<file path="src/rtl/onchip_mem_arbiter.sv">
// Two-master round-robin Avalon-MM arbiter for a single-port on-chip RAM, with a zero-fill clear sequencer.
// Optional address range checking is enabled by defining ONCHIP_MEM_ARB_RANGE_CHECK_EN.
module onchip_mem_arbiter #(
   parameter int                ADDR_W      = 13,
   parameter int                DATA_W      = 32,
   parameter int                DEPTH       = 6250,
   parameter logic [DATA_W-1:0] CLEAR_VALUE = '0
) (
   input  logic                  clk,
   input  logic                  reset,
   input  logic [ADDR_W-1:0]     m0_address,
   input  logic [DATA_W/8-1:0]   m0_byteenable,
   input  logic                  m0_read,
   input  logic                  m0_write,
   input  logic [DATA_W-1:0]     m0_writedata,
   output logic                  m0_waitrequest,
   output logic [DATA_W-1:0]     m0_readdata,
   output logic                  m0_readdatavalid,
   input  logic [ADDR_W-1:0]     m1_address,
   input  logic [DATA_W/8-1:0]   m1_byteenable,
   input  logic                  m1_read,
   input  logic                  m1_write,
   input  logic [DATA_W-1:0]     m1_writedata,
   output logic                  m1_waitrequest,
   output logic [DATA_W-1:0]     m1_readdata,
   output logic                  m1_readdatavalid,
   input  logic                  clear_req,
   output logic                  clear_busy,
   output logic                  clear_done,
   output logic                  range_err,
   output logic [ADDR_W-1:0]     mem_address,
   output logic [DATA_W/8-1:0]   mem_byteenable,
   output logic                  mem_chipselect,
   output logic                  mem_write,
   output logic [DATA_W-1:0]     mem_writedata,
   output logic                  mem_clken,
   input  logic [DATA_W-1:0]     mem_readdata
);

   localparam int                BE_W    = DATA_W/8;
   localparam logic [ADDR_W-1:0] LP_LAST = ADDR_W'(DEPTH-1);

   typedef enum logic {ST_ARB, ST_CLEAR} state_t;

   state_t            r_state;
   logic              r_rr_last;
   logic              r_rd_pend;
   logic              r_rd_owner;
   logic              r_clear_done;
   logic [ADDR_W-1:0] r_cnt;

   logic              w_req0;
   logic              w_req1;
   logic              w_gnt_any;
   logic              w_gnt_id;
   logic              w_rd_gnt;
   logic              w_fwd;
   logic              w_clr;
   logic [ADDR_W-1:0] w_sel_addr;
   logic [BE_W-1:0]   w_sel_be;
   logic              w_sel_read;
   logic              w_sel_write;
   logic [DATA_W-1:0] w_sel_wdata;
   logic [DATA_W-1:0] w_rd_data;

`ifdef ONCHIP_MEM_ARB_RANGE_CHECK_EN
   localparam logic [ADDR_W:0]   LP_DEPTH    = DEPTH[ADDR_W:0];
   localparam logic [DATA_W-1:0] LP_OOR_DATA = DATA_W'(32'hDEADBEEF);
   logic r_rd_oor;
   logic r_range_err;
   logic w_oor;
`endif

   always_comb begin
      w_req0      = m0_read | m0_write;
      w_req1      = m1_read | m1_write;
      // Clear request and reset both pre-empt any grant in the current cycle.
      w_gnt_any   = !reset && (r_state == ST_ARB) && !clear_req && (w_req0 || w_req1);
      w_gnt_id    = (w_req0 && w_req1) ? ~r_rr_last : w_req1;
      w_sel_addr  = w_gnt_id ? m1_address    : m0_address;
      w_sel_be    = w_gnt_id ? m1_byteenable : m0_byteenable;
      w_sel_read  = w_gnt_id ? m1_read       : m0_read;
      w_sel_write = w_gnt_id ? m1_write      : m0_write;
      w_sel_wdata = w_gnt_id ? m1_writedata  : m0_writedata;
      w_rd_gnt    = w_gnt_any && w_sel_read && !w_sel_write;
      w_clr       = !reset && (r_state == ST_CLEAR);
`ifdef ONCHIP_MEM_ARB_RANGE_CHECK_EN
      w_oor       = ({1'b0, w_sel_addr} >= LP_DEPTH);
      w_fwd       = w_gnt_any && !w_oor;
      w_rd_data   = r_rd_oor ? LP_OOR_DATA : mem_readdata;
`else
      w_fwd       = w_gnt_any;
      w_rd_data   = mem_readdata;
`endif
   end

   assign m0_waitrequest   = !(w_gnt_any && !w_gnt_id);
   assign m1_waitrequest   = !(w_gnt_any &&  w_gnt_id);
   assign m0_readdatavalid = r_rd_pend && !r_rd_owner;
   assign m1_readdatavalid = r_rd_pend &&  r_rd_owner;
   assign m0_readdata      = m0_readdatavalid ? w_rd_data : '0;
   assign m1_readdata      = m1_readdatavalid ? w_rd_data : '0;

   assign mem_chipselect   = w_clr | w_fwd;
   assign mem_write        = w_clr | (w_fwd && w_sel_write);
   assign mem_address      = w_clr ? r_cnt        : w_sel_addr;
   assign mem_byteenable   = w_clr ? {BE_W{1'b1}} : w_sel_be;
   assign mem_writedata    = w_clr ? CLEAR_VALUE  : w_sel_wdata;
   assign mem_clken        = !reset;

   assign clear_busy       = (r_state == ST_CLEAR);
   assign clear_done       = r_clear_done;
`ifdef ONCHIP_MEM_ARB_RANGE_CHECK_EN
   assign range_err        = r_range_err;
`else
   assign range_err        = 1'b0;
`endif

   always_ff @(posedge clk or posedge reset) begin
      if (reset) begin
         r_state      <= ST_ARB;
         r_rr_last    <= 1'b1;
         r_rd_pend    <= 1'b0;
         r_rd_owner   <= 1'b0;
         r_clear_done <= 1'b0;
         r_cnt        <= '0;
`ifdef ONCHIP_MEM_ARB_RANGE_CHECK_EN
         r_rd_oor     <= 1'b0;
         r_range_err  <= 1'b0;
`endif
      end else begin
         r_rd_pend    <= w_rd_gnt;
         r_clear_done <= 1'b0;
         if (w_gnt_any) begin
            r_rr_last  <= w_gnt_id;
            r_rd_owner <= w_gnt_id;
         end
`ifdef ONCHIP_MEM_ARB_RANGE_CHECK_EN
         r_rd_oor <= w_rd_gnt && w_oor;
         if (w_gnt_any && w_oor)
            r_range_err <= 1'b1;
`endif
         case (r_state)
            ST_ARB: begin
               if (clear_req) begin
                  r_state <= ST_CLEAR;
                  r_cnt   <= '0;
               end
            end
            ST_CLEAR: begin
               if (r_cnt == LP_LAST) begin
                  r_state      <= ST_ARB;
                  r_cnt        <= '0;
                  r_clear_done <= 1'b1;
               end else begin
                  r_cnt <= r_cnt + 1'b1;
               end
            end
            default: r_state <= ST_ARB;
         endcase
      end
   end

endmodule

</file>
<file path="config.mk">
export PLATFORM = sky130hd
export DESIGN_NAME = onchip_mem_arbiter
export DESIGN_NICKNAME = d
export VERILOG_FILES = /design/src/rtl/onchip_mem_arbiter.sv
export SDC_FILE = /design/constraint.sdc
export NUM_CORES = 1
export LEC_CHECK = 0
export ABC_AREA = 1
export BUFFER_PORTS_ARGS = -buffer_cell sky130_fd_sc_hd__buf_2
export CAP_MARGIN = 20
export CORE_AREA = 8 8 95 97
export DETAILED_ROUTE_END_ITERATION = 12
export DIE_AREA = 0 0 103 105
export PLACE_DENSITY = 0.73
export SLEW_MARGIN = 0
export SYNTH_ARGS = -nofsm -noshare
export SYNTH_HDL_FRONTEND = slang
export SYNTH_SLANG_ARGS = --single-unit
</file>
<file path="constraint.sdc">
create_clock -name clk -period 1.8 [get_ports clk]
set_input_delay 0.09 -clock clk [delete_from_list [all_inputs] [get_ports clk]]
set_output_delay 0.09 -clock clk [all_outputs]
set_load 0.01 [all_outputs]
</file>
* Word-level counts from Yosys, hierarchy flattened
Index checks and enable logic that the tools add are counted.
** Word-level totals
- Register bits after elaboration :: 18
- Output and inout port bits :: 123
- Word-level logic and storage cells :: 54
** Operators by class
- $add $sub $neg :: 1
- Equal/unequal tests :: 2
- Multiplexer cells :: 19
- Bitwise gates (word level) :: 6
- Reduce and logical (&&, ||, !) cells :: 20
** Operators with widths (count)
- 2-to-1 mux 32 bit :: 4
- 2-to-1 mux 13 bit :: 4
- case mux 13 bit (2 select lines) :: 1
- adder 13 x 1 -> 13 bit (second input constant) :: 1
- equality test 13 bit (second input constant) :: 1
- logical AND 1 bit :: 12
- 2-to-1 mux 4 bit :: 2
- zero test 1 bit :: 7
- 2-to-1 mux 1 bit :: 7
- OR 1 bit :: 4
- != test 2 bit (second input constant) :: 1
- NOT 1 bit :: 2
- case mux 1 bit (2 select lines) :: 1
- logical OR 1 bit :: 1

* Longest topological paths before layout
Gate-level depths: netlist of run 1.
- Depth after elaboration :: 6
- Mapped depth :: 9

* Worst setup path before layout of run 1
Ideal clock, no wire load.
- Kind :: reg2out
- Start point :: register r_rr_last
- End point :: output port mem_address[0]
- Data arrival time :: 1284 ps
- Path slack :: 426 ps
- Stages on the path, launching flop included :: 6
- Cell sequence :: dfstp_2 > inv_1 > o21ai_4 > buf_2 > nand2_1 > a31oi_1
** On the way
- Cells in the longest elaborated chain, start to end :: 4
** Ends and longest elaborated chain
- from (decl) :: RTL line 46 : logic r_rr_last;
- from (signal assigned) :: RTL line 135 : r_rr_last <= w_gnt_id;
- NOT 1 bit :: RTL line 79 : w_gnt_id = (w_req0 && w_req1) ? ~r_rr_last : w_req1;
- 2-to-1 mux 1 bit :: RTL line 79
- 2-to-1 mux 13 bit :: RTL line 80 : w_sel_addr = w_gnt_id ? m1_address : m0_address;
- 2-to-1 mux 13 bit :: RTL line 106 : assign mem_address = w_clr ? r_cnt : w_sel_addr;
- to (decl) :: RTL line 31 : output logic [ADDR_W-1:0] mem_address,
No other way between the ends.

* Final worst setup path of run 1
- Start point :: register r_rr_last
- End point :: output port mem_writedata[16]
** On the way
- Cells in the longest elaborated chain, start to end :: 4
** Ends and longest elaborated chain
- NOT 1 bit :: RTL line 79
- 2-to-1 mux 1 bit :: RTL line 79
- 2-to-1 mux 32 bit :: RTL line 84 : w_sel_wdata = w_gnt_id ? m1_writedata : m0_writedata;
- 2-to-1 mux 32 bit :: RTL line 108 : assign mem_writedata = w_clr ? CLEAR_VALUE : w_sel_wdata;
- to (decl) :: RTL line 35 : output logic [DATA_W-1:0] mem_writedata,
No other way between the ends.

==> results of run 1 <==
==> worst max-delay path: cells and delay by family, from the launching register on <==
| kind | cells | cell delay (ns) |
|---|---|---|
| buffers and inverters | 4 | 0.49 |
| DFF | 1 | 0.53 |
| AOI/OAI and AO/OA | 2 | 0.27 |
| and+or+nand+nor | 1 | 0.18 |
==> cell usage after synthesis <==
cell,n
nor2_1,156
nand2_1,80
inv_1,55
o21ai_0,38
buf_2,17
dfrtp_1,17
nand3_1,15
a31oi_1,13
clkbuf_1,6
o21ai_1,5
inv_2,4
nand4_1,4
xor2_1,4
nor2_2,3
o22ai_1,3
ha_1,2
nand2_2,2
a21oi_1,1
buf_4,1
conb_1,1
dfstp_2,1
o21ai_4,1
xnor2_1,1
==> path summary, 6_finish.rpt <==
path	startpoint	endpoint	slack [ns]
min	m0_write	r_rd_pend$_DFF_PP0_	0.12
max reg2reg	r_cnt[1]$_DFFE_PP0P_	r_cnt[10]$_DFFE_PP0P_	0.36
max	r_rr_last$_DFFE_PP1P_	mem_writedata[16]	-0.04
max in group asynchronous	reset	r_rr_last$_DFFE_PP1P_	1.09
min reg2reg	r_rr_last$_DFFE_PP1P_	r_rr_last$_DFFE_PP1P_	0.54
min in group asynchronous	reset	r_cnt[11]$_DFFE_PP0P_	0.45
==> power groups by stage <==
| stage | sequential [W] | clock, W | combinational (W) |
|---|---|---|---|
| floorplan | 0.000634 | 0 | 0.000696 |
| global placement | 0.000676 | 0 | 0.00111 |
| detailed placement | 0.000683 | 0 | 0.00113 |
| CTS | 0.000676 | 0.000348 | 0.00120 |
| global route | 0.000694 | 0.000360 | 0.00143 |
| finish | 0.000677 | 0.000343 | 0.00129 |
==> per-layer routing <==
layer  track usage [%]  routed length, um  vias up
li1                  -                  -     1835
met5                 0                  0        -
met1              26.2               5190     1607
met4              5.58                190        0
met3              3.78               1240       17
met2              36.3               6150      171
==> registers in the layout, indices dropped and copies added, names as in the netlist <==
signal / count
r_cnt: 13
clear_busy: 1
clear_done: 1
r_rd_pend: 1
r_rr_last: 1
r_rd_owner: 1
==> timing repair <==
item	4_1_cts	5_1_grt
endpoints found under the hold margin	17	0
buffers inserted	3	0
cloned	1	3
endpoints found under the setup margin	35	32
resized for setup	14	41
hold buffers	1	0
pin swaps	3	23
==> kinds of logic (layout without fill, tap and decap cells) <==
kind of cell               after synthesis  count (layout)  synth area share, %
other                                    1               3                0.169
and+or+nand+nor                        260             260                 45.9
DFF                                     18              18                 20.4
adders and majority gates                2               2                 1.13
AOI/OAI and AO/OA                       61              61                 15.2
buffers and inverters                   83             340                 15.2
xor gates and xnor gates                 5               5                 1.98
==> area by class of cell <==
type | count | area (um^2)
multi-input cells | 329 | 1490
well taps | 102 | 128
clock buffers | 4 | 55.1
flip-flops and latches | 18 | 452
inverters | 59 | 238
fillers | 782 | 3580
diodes | 2 | 5.00
repair buffers | 277 | 1580
==> metrics by stage <==
stage | instances | utilization (%) | power (W) | instance area [um^2]
finish | 791 | 52.4 | 0.00231 | 3950
detailed placement | 777 | 48.0 | 0.00181 | 3610
global route | 791 | 52.4 | 0.00248 | 3950
global placement | 777 | 48.0 | 0.00178 | 3610
floorplan | 430 | - | 0.00133 | 2210
CTS | 786 | 50.1 | 0.00222 | 3770
==> impl_metrics.csv, run 1 <==
group,metric,value,unit
power_and_ir_drop,p_sw,0.00103,W
clock_network,insertion_delay,0.26,ns
setup_path,endpoint_kind,"primary output",
finish,nNetsFinal,827,
synthesis,syn-cell-area,2210,um^2
timing,rsz0062_at_grt,"yes",
finish,area_growth,78.1,%
floorplanning,rows,32,
finish,final_cell_mix,"257 x buf_2, 141 x nor2_1, 76 x nand2_1, 54 x inv_1, 28 x o21ai_0",
global_routing,grt_pass1_wl,18.3,mm
floorplanning,die_area,10800,um^2
hold_path,min_path_cells,4,
synthesis,netlist_instances,430,
outcome,violations,"setup timing",
floorplanning,start_util,29.4,%
power_and_ir_drop,p_int,0.00128,W
clock_network,clkSinkCount,18,
timing,tns,-0.140,ns
setup_path,worstPathRequired,1.71,ns
drt,wl,12.8,mm
timing,setup_viol,7,
placement,port_buffers,258,
power_and_ir_drop,clockPowerShare,14.8,%
power_and_ir_drop,p_leak,2.51,nW
finish,drive_gt1_share,45.9,%
clock_network,cts_root_buf,"clkbuf_8",
drt,initialDrtViolationCount,173,
clock_network,cts_tree,"done",
floorplanning,die_h,105,um
setup_path,crit_fanout,6,
placement,dp_hpwl,10.5,mm
synthesis,synth_top_cell_by_area,"nor2_1",
global_routing,grt_max_degree,49,
drt,postRouteAntennaNets,0,
timing,max_freq,0.544,GHz
hold_path,hold_path_class,"input pin to register",
timing,fin_ws,-0.0381,ns
placement,detailedPlace.worstSlack,0.111,ns
setup_path,crit_path_top_delay_cell,"dfstp_2",
synthesis,synthTopCellsByArea,"nor2_1 26%, dfrtp_1 19%, nand2_1 14%",
outcome,status,"complete, but fails checks",
drt,num_vias,3630,
power_and_ir_drop,switching_share,44.4,%
synthesis,yosysTopAreaCellShare,26.4,%
power_and_ir_drop,power_density,585,nW/um^2
global_routing,grt_use_total,21.2,%
power_and_ir_drop,combPwrFrac,55.8,%
synthesis,postSynthAreaPerCell,5.15,um^2
timing,timing.final.crit_share,102,%
setup_path,cp.arrival,1.75,ns
synthesis,seq_area_frac_synth,20.4,%
drt,drt_pass1_iterations,6,
timing,fin_hold_ws,0.124,ns
power_and_ir_drop,vdd_drop_max,0.000443,V
power_and_ir_drop,seq_power_share,29.3,%
clock_network,clk_path_buf_depth,2,
setup_path,worstPathCellList,"inv_2, o21ai_4, buf_8, buf_12, o21ai_1, nor2_2, buf_2",
synthesis,synth_warnings,0,
clock_network,htree_num_levels,1,
synthesis,synth_cell_types,23,
run,cap_violations,0,
timing,finalCriticalPeriod,1.84,ns
synthesis,ys_ff_latch,18,
setup_path,max_stage_delay,0.53,ns
synthesis,syn_nets,569,
global_routing,grt_pass1_vias,3390,
timing,finalHoldViolCount,0,
drt,wl_per_cell,16.2,um
floorplanning,io_pins,260,
setup_path,reg2reg_depth,9,
setup_path,cp-start-kind,"register",
clock_network,clk_pin_slew,0.08,ns
setup_path,critPathKind,"register to primary output",
finish,final_common_cell,"buf_2",
drt,viasPerCell,4.59,
drt,drc,0,
placement,gp_congestion,0.913,
timing,finClkSkew,0.00628,ns
floorplanning,die_w,103,um
global_routing,antenna_found_initial,2,
clock_network,numCtsBuffers,3,
global_routing,grt_overflow,0,
timing,report.final.slew_viol_count,0,
floorplanning,core,7530,um^2
Note: power is estimated with default switching activity, not from simulation.
==> run 2, diff against run 1 <==
- ABC_AREA: 1 -> not set
- CORE_AREA: 8 8 95 97 -> 8 8 96 98
- CTS_CLUSTER_DIAMETER: not set -> 60
- DIE_AREA: 0 0 103 105 -> 0 0 104 106
- PLACE_DENSITY: 0.73 -> 0.72
==> impl_metrics.csv, run 2 <==
group,metric,value,unit
outcome,status,"completed",
drt,drc,0,
finish,drive_gt1_share,53.7,%
timing,rsz0062_at_grt,"yes",
timing,max_freq,0.562,GHz
synthesis,synth_top_cell_by_area,"nand2_1",
synthesis,synthTopCellsByArea,"nand2_1 19%, dfrtp_1 19%, and3_1 9.7%",
synthesis,synth_edf_count,0,
timing,finalHoldViolCount,0,
drt,initialDrtViolationCount,299,
setup_path,crit_buf_inv,2,
setup_path,crit_fanout,8,
floorplanning,io_pins,260,
timing,report.final.slew_viol_count,0,
synthesis,ys.flop_type,"dfrtp_1",
power_and_ir_drop,combPwrFrac,55.1,%
power_and_ir_drop,power_density,542,nW/um^2
synthesis,yosysTopAreaCellShare,19.2,%
placement,dp_hpwl,9.18,mm
setup_path,max_stage_delay,0.58,ns
synthesis,syn_nets,502,
timing,timing.final.crit_share,98.9,%
floorplanning,core,7850,um^2
setup_path,crit_cells,6,
power_and_ir_drop,seq_power_share,29.2,%
clock_network,clk_pin_slew,0.07,ns
synthesis,netlist_instances,363,
placement,port_buffers,258,
drt,viasPerCell,4.96,
run,cap_violations,0,
synthesis,postSynthAreaPerCell,6.21,um^2
hold_path,hold_path_class,"input pin to register",
power_and_ir_drop,p_leak,2.44,nW
clock_network,clkSinkCount,18,
synthesis,synth_warnings,0,
setup_path,cpMostUsedCell,"o21ai_4",
setup_path,worstSetupStartpoint,"r_rr_last$_DFFE_PP1P_",
clock_network,htree_num_levels,1,
finish,top_register,"r_cnt",
finish,diodes,0,
global_routing,grt_use_total,18.5,%
placement,detailedPlace.worstSlack,0.0943,ns
floorplanning,die_area,11000,um^2
power_and_ir_drop,vdd_drop_max,0.000294,V
setup_path,critPathKind,"register to primary output",
drt,wl_per_cell,16.1,um
setup_path,critPathTopFamily,"flip-flops",
finish,nNetsFinal,758,
power_and_ir_drop,p_int,0.00127,W
timing,tns,0,ns
clock_network,clk_path_buf_depth,2,
global_routing,antenna_found_initial,0,
synthesis,async_flop_share,100,%
power_and_ir_drop,switching_share,41.8,%
timing,finClkSkew,0.00271,ns
setup_path,cp.arrival,1.69,ns
floorplanning,start_util,28.7,%
global_routing,grt_overflow,0,
setup_path,reg2reg_depth,6,
setup_path,cp-start-kind,"register",
floorplanning,die_w,104,um
clock_network,cts_tree,"done",
power_and_ir_drop,p_sw,0.000914,W
synthesis,synth_most_common_cell,"nand2_1",
finish,fill_cells,792,
finish,final_common_cell,"buf_2",
drt,drt_pass1_iterations,4,
timing,fin_ws,0.0194,ns
floorplanning,rows,33,
synthesis,ys_top_cells_by_count,"115 x nand2_1, 38 x a21oi_1, 35 x and3_1, 34 x and2_1, 20 x clkbuf_1",
global_routing,grt_pass1_vias,3514,
timing,setup_viol,0,
synthesis,ys_ff_latch,18,
setup_path,endpoint_kind,"primary output",
drt,num_vias,3585,
drt,postRouteAntennaNets,0,
synthesis,syn-cell-area,2250,um^2
placement,place_area,3700,um^2
floorplanning,die_h,106,um
setup_path,timing.reg2reg.setup_slack,0.07,ns
hold_path,worst_hold_startpoint,"clear_req",
setup_path,crit_path_top_delay_cell,"dfstp_2",
setup_path,worstPathRequired,1.71,ns
synthesis,seq_area_frac_synth,20.0,%
drt,wl,11.6,mm
synthesis,synth_cell_types,46,
setup_path,worstPathCellList,"o21ai_4, o21ai_4, clkbuf_16, nand2_2, a31oi_1, buf_2",
timing,finalCriticalPeriod,1.78,ns
global_routing,grt_max_degree,51,
finish,final_cell_mix,"258 x buf_2, 96 x nand2_1, 35 x and3_1, 34 x and2_1, 25 x a21oi_1",
global_routing,grt_pass1_wl,17.5,mm
placement,gp_congestion,0.890,
clock_network,numCtsBuffers,3,
clock_network,cts_root_buf,"clkbuf_8",
finish,area_growth,79.1,%
finish,final_cell_area,4040,um^2
finish,largest_register_ff_count,13,
clock_network,insertion_delay,0.26,ns
hold_path,min_path_cells,3,
power_and_ir_drop,clockPowerShare,15.7,%
setup_path,timing.rr.start,"r_cnt[1]$_DFFE_PP0P_",
## run 2: cell count changes after synthesis, moves of 11 or more
cell	previous run	this run
nor2_1	156	18
inv_1	55	7
a21oi_1	1	38
o21ai_0	38	2
and3_1	0	35
nand2_1	80	115
and2_1	0	34
clkbuf_1	6	20
buf_2	17	6
## run 2: layout make-up
class | instances | area, um^2 | share of cell area (%)
tap | 105 | 131 | 3.25
inverter | 7 | 26.3 | 0.651
clock buffer | 4 | 55.1 | 1.36
timing repair buffer | 281 | 1570 | 38.9
multi-input combinational | 308 | 1800 | 44.6
sequential | 18 | 452 | 11.2
## run 2: timing repair
| action | CTS | global route |
|---|---|---|
| setup buffers | 2 | 1 |
| endpoints found under the hold margin | 17 | 0 |
| endpoints found under the setup margin | 10 | 41 |
| hold buffers | 1 | 0 |
| gates resized for setup | 1 | 45 |
| cloned | 1 | 3 |
| pin swaps | 0 | 26 |
## run 2: path summary, 6_finish.rpt
path / endpoint
min reg2reg: r_rr_last$_DFFE_PP1P_
max in group asynchronous: r_rr_last$_DFFE_PP1P_
min: r_cnt[10]$_DFFE_PP0P_
max: mem_address[6]
min in group asynchronous: r_cnt[9]$_DFFE_PP0P_
max reg2reg: r_cnt[6]$_DFFE_PP0P_
## run 2: per-stage QoR
stage / power, W / cells / hold WS [ns] / utilization (%)
finish: 0.00219 / 723 / 0.174 / 51.5
global route: 0.00233 / 723 / 0.192 / 51.5
CTS: 0.00208 / 719 / 0.164 / 48.6
detailed placement: 0.00171 / 711 / 0.209 / 47.2
global placement: 0.00168 / 711 / 0.210 / 47.2
floorplan: 0.00121 / 363 / 0.0711 / -
## run 2: worst register-to-register path, delay by kind of cell (launching register included)
| kind | cells | cell delay, ns |
|---|---|---|
| AND/OR/NAND/NOR | 2 | 0.50 |
| adder cells (fa/ha/maj) | 1 | 0.15 |
| buffers and inverters | 1 | 0.10 |
| flip-flops | 1 | 0.43 |
| AO/OA/AOI/OAI | 2 | 0.45 |
## run 2: kinds of logic after synthesis
group / after synthesis / share of synthesized area (%)
muxes: 5 / 2.28
other: 1 / 0.166
buffers and inverters: 37 / 7.16
DFF: 18 / 20.0
AOI/OAI and AO/OA: 72 / 19.4
and+or+nand+nor: 228 / 49.9
adders and majority gates: 2 / 1.11
## run 2: power by group through the flow
stage | combinational [W] | clock (W) | sequential [W]
2_1_floorplan | 0.000582 | 0 | 0.000627
3_3_place_gp | 0.00105 | 0 | 0.000629
3_5_place_dp | 0.00107 | 0 | 0.000634
4_1_cts | 0.00111 | 0.000345 | 0.000630
5_1_grt | 0.00132 | 0.000363 | 0.000649
6_report | 0.00120 | 0.000343 | 0.000639
## run 2: routing by layer
layer	global-route usage (%)	share of wire [%]
met1	19.8	38
met3	6.41	9.9
met4	4.34	1.2
met2	34.2	51
met5	0	0
==> run 3, diff against run 2 <==
- CORE_AREA: 8 8 96 98 -> 8 8 95 97
- CTS_BUF_LIST: not set -> sky130_fd_sc_hd__clkbuf_2
- DIE_AREA: 0 0 104 106 -> 0 0 103 105
- PLACE_DENSITY: 0.72 -> 0.73
==> impl_metrics.csv, run 3 (synthesis gave the netlist of run 2 again) <==
group,metric,value,unit
floorplanning,die_w,103,um
timing,report.final.slew_viol_count,0,
setup_path,max_stage_delay,0.60,ns
setup_path,r2r_end,"r_cnt[6]$_DFFE_PP0P_",
hold_path,hold_end,"clear_busy$_DFF_PP0_",
floorplanning,die_area,10800,um^2
floorplanning,rows,32,
setup_path,cp-start-kind,"register",
setup_path,cp.arrival,1.75,ns
drt,wl_per_cell,16.7,um
clock_network,clk_path_buf_depth,2,
drt,drc,0,
global_routing,grt_pass1_vias,3626,
setup_path,crit_buf_inv,3,
timing,relSlewSlack,66.1,%
finish,regArea,453,um^2
finish,final_common_cell,"buf_2",
global_routing,grt_max_degree,35,
finish,layout.cells.non_filler,734,
hold_path,worst_hold_startpoint,"clear_req",
power_and_ir_drop,vdd_drop_max,0.000225,V
finish,fill_cells,738,
outcome,violations,"setup timing",
finish,multi_input_area,1820,um^2
setup_path,reg2reg_depth,5,
power_and_ir_drop,p_leak,2.54,nW
finish,drive_gt1_share,54.4,%
clock_network,cts_tree,"done",
global_routing,grt_pass1_wl,18.1,mm
placement,port_buffers,258,
floorplanning,die_h,105,um
timing,fin_hold_ws,0.170,ns
setup_path,crit_fanout,6,
finish,diodes,0,
drt,initialDrtViolationCount,164,
drt,postRouteAntennaNets,0,
clock_network,clkSinkCount,18,
finish,final_cell_mix,"255 x buf_2, 98 x nand2_1, 35 x and3_1, 34 x and2_1, 29 x a21oi_1",
finish,final_core_util,56.0,%
floorplanning,start_util,29.9,%
timing,worst_slew_pin_slew,0.504,ns
floorplanning,core,7530,um^2
finish,final_cell_area,4210,um^2
finish,nNetsFinal,772,
finish,largest_register_ff_count,13,
setup_path,worstPathRequired,1.71,ns
finish,top_register,"r_cnt",
timing,rsz0062_at_grt,"yes",
power_and_ir_drop,power_density,501,nW/um^2
global_routing,grt_use_total,20.1,%
clock_network,numCtsBuffers,3,
setup_path,endpoint_kind,"primary output",
placement,placed_cells,710,
drt,viasPerCell,5.00,
clock_network,cts_root_buf,"clkbuf_2",
global_routing,antenna_found_initial,0,
setup_path,timing.rr.start,"r_cnt[1]$_DFFE_PP0P_",
setup_path,worstPathCellList,"o21ai_4, o21ai_4, buf_6, buf_16, nand2_1, a31oi_1, buf_2",
run,cap_violations,0,
global_routing,grt_overflow,0,
timing,setup_viol,16,
finish,area_growth,86.9,%
clock_network,clk_pin_slew,0.22,ns
timing,max_freq,0.543,GHz
timing,finalCriticalPeriod,1.84,ns
outcome,status,"complete, but fails checks",
drt,wl,12.3,mm
placement,dp_hpwl,9.41,mm
clock_network,insertion_delay,0.33,ns
setup_path,cpMostUsedCell,"o21ai_4",
timing,finClkSkew,0.0328,ns
drt,drt_pass1_iterations,5,
setup_path,crit_path_top_delay_cell,"dfstp_2",
timing,timing.final.crit_share,102,%
power_and_ir_drop,totalPowerFinal,0.00211,W
timing,finalHoldViolCount,0,
floorplanning,io_pins,260,
clock_network,htree_num_levels,1,
setup_path,critPathKind,"register to primary output",
hold_path,hold_path_class,"input pin to register",
placement,place_area,3720,um^2
drt,num_vias,3671,
setup_path,timing.reg2reg.setup_slack,0.09,ns
hold_path,min_path_cells,4,
placement,gp_congestion,0.884,
timing,fin_ws,-0.0425,ns
setup_path,critPathTopFamily,"flip-flops",
## run 3: changes by cell type in the layout (fill, tap and decap cells not counted), moves of 3 or more
cell      change
buf_4        +12
nand2_4       +3
clkbuf_2      +3
a21oi_2       -4
a21oi_1       +4
clkbuf_8      -4
nand2_2       -5
buf_2         -3
## run 3: worst max path at each step
| stage | startpoint | end | slack (ns) | depth (start not counted) |
|---|---|---|---|---|
| after floorplan | r_cnt[1]$_DFFE_PP0P_ | r_cnt[6]$_DFFE_PP0P_ | 0.30 | 6 |
| after global placement | r_cnt[1]$_DFFE_PP0P_ | r_cnt[6]$_DFFE_PP0P_ | 0.12 | 6 |
| after detailed placement | r_cnt[1]$_DFFE_PP0P_ | r_cnt[6]$_DFFE_PP0P_ | 0.10 | 6 |
| after CTS | r_rr_last$_DFFE_PP1P_ | mem_writedata[22] | -0.07 | 6 |
| after global routing | r_rr_last$_DFFE_PP1P_ | mem_address[3] | -0.13 | 7 |
| final | r_rr_last$_DFFE_PP1P_ | mem_address[1] | -0.04 | 7 |
## run 3: per-stage QoR
| step | TNS [ns] | setup slack, ns |
|---|---|---|
| finish | -0.352 | -0.0425 |
| global route | -4.22 | -0.134 |
| CTS | -1.94 | -0.0679 |
| detailed placement | 0 | 0.100 |
| global placement | 0 | 0.122 |
| floorplan | 0 | 0.297 |
## run 3: power by group
group,internal (W),switching (W)
Sequential,0.000503,0.000141
Combinational,0.000619,0.000654
Clock,0.0000483,0.000144
## run 3: tightest hold or removal path: stages
cell	delay [ns]
buf_2	0.09
nor2_1	0.04
buf_4	0.17
nor2_1	0.10
## run 3: cell type report
type | instances | area share [%]
clock buffer | 3 | 0.357
clock inverter | 1 | 0.0891
inverter | 7 | 0.713
multi-input combinational | 308 | 43.3
sequential | 18 | 10.8
tap | 102 | 3.03
timing repair buffer | 295 | 41.8
## run 3: timing repair
action                                  in CTS  in global routing
hold endpoints to repair                    17                  0
setup buffers                                4                 11
endpoints found under the setup margin      50                 55
resized for setup                            9                 48
pin swaps                                    3                 18
cloned                                       4                  2
hold buffers                                 1                  0
## run 3: per-layer routing
metal	GRT usage [%]	up-vias	wire length, um
li1	-	1773	-
met4	4.34	0	167
met5	0	-	0
met1	22.0	1678	4570
met2	36.8	205	6250
met3	5.57	15	1270
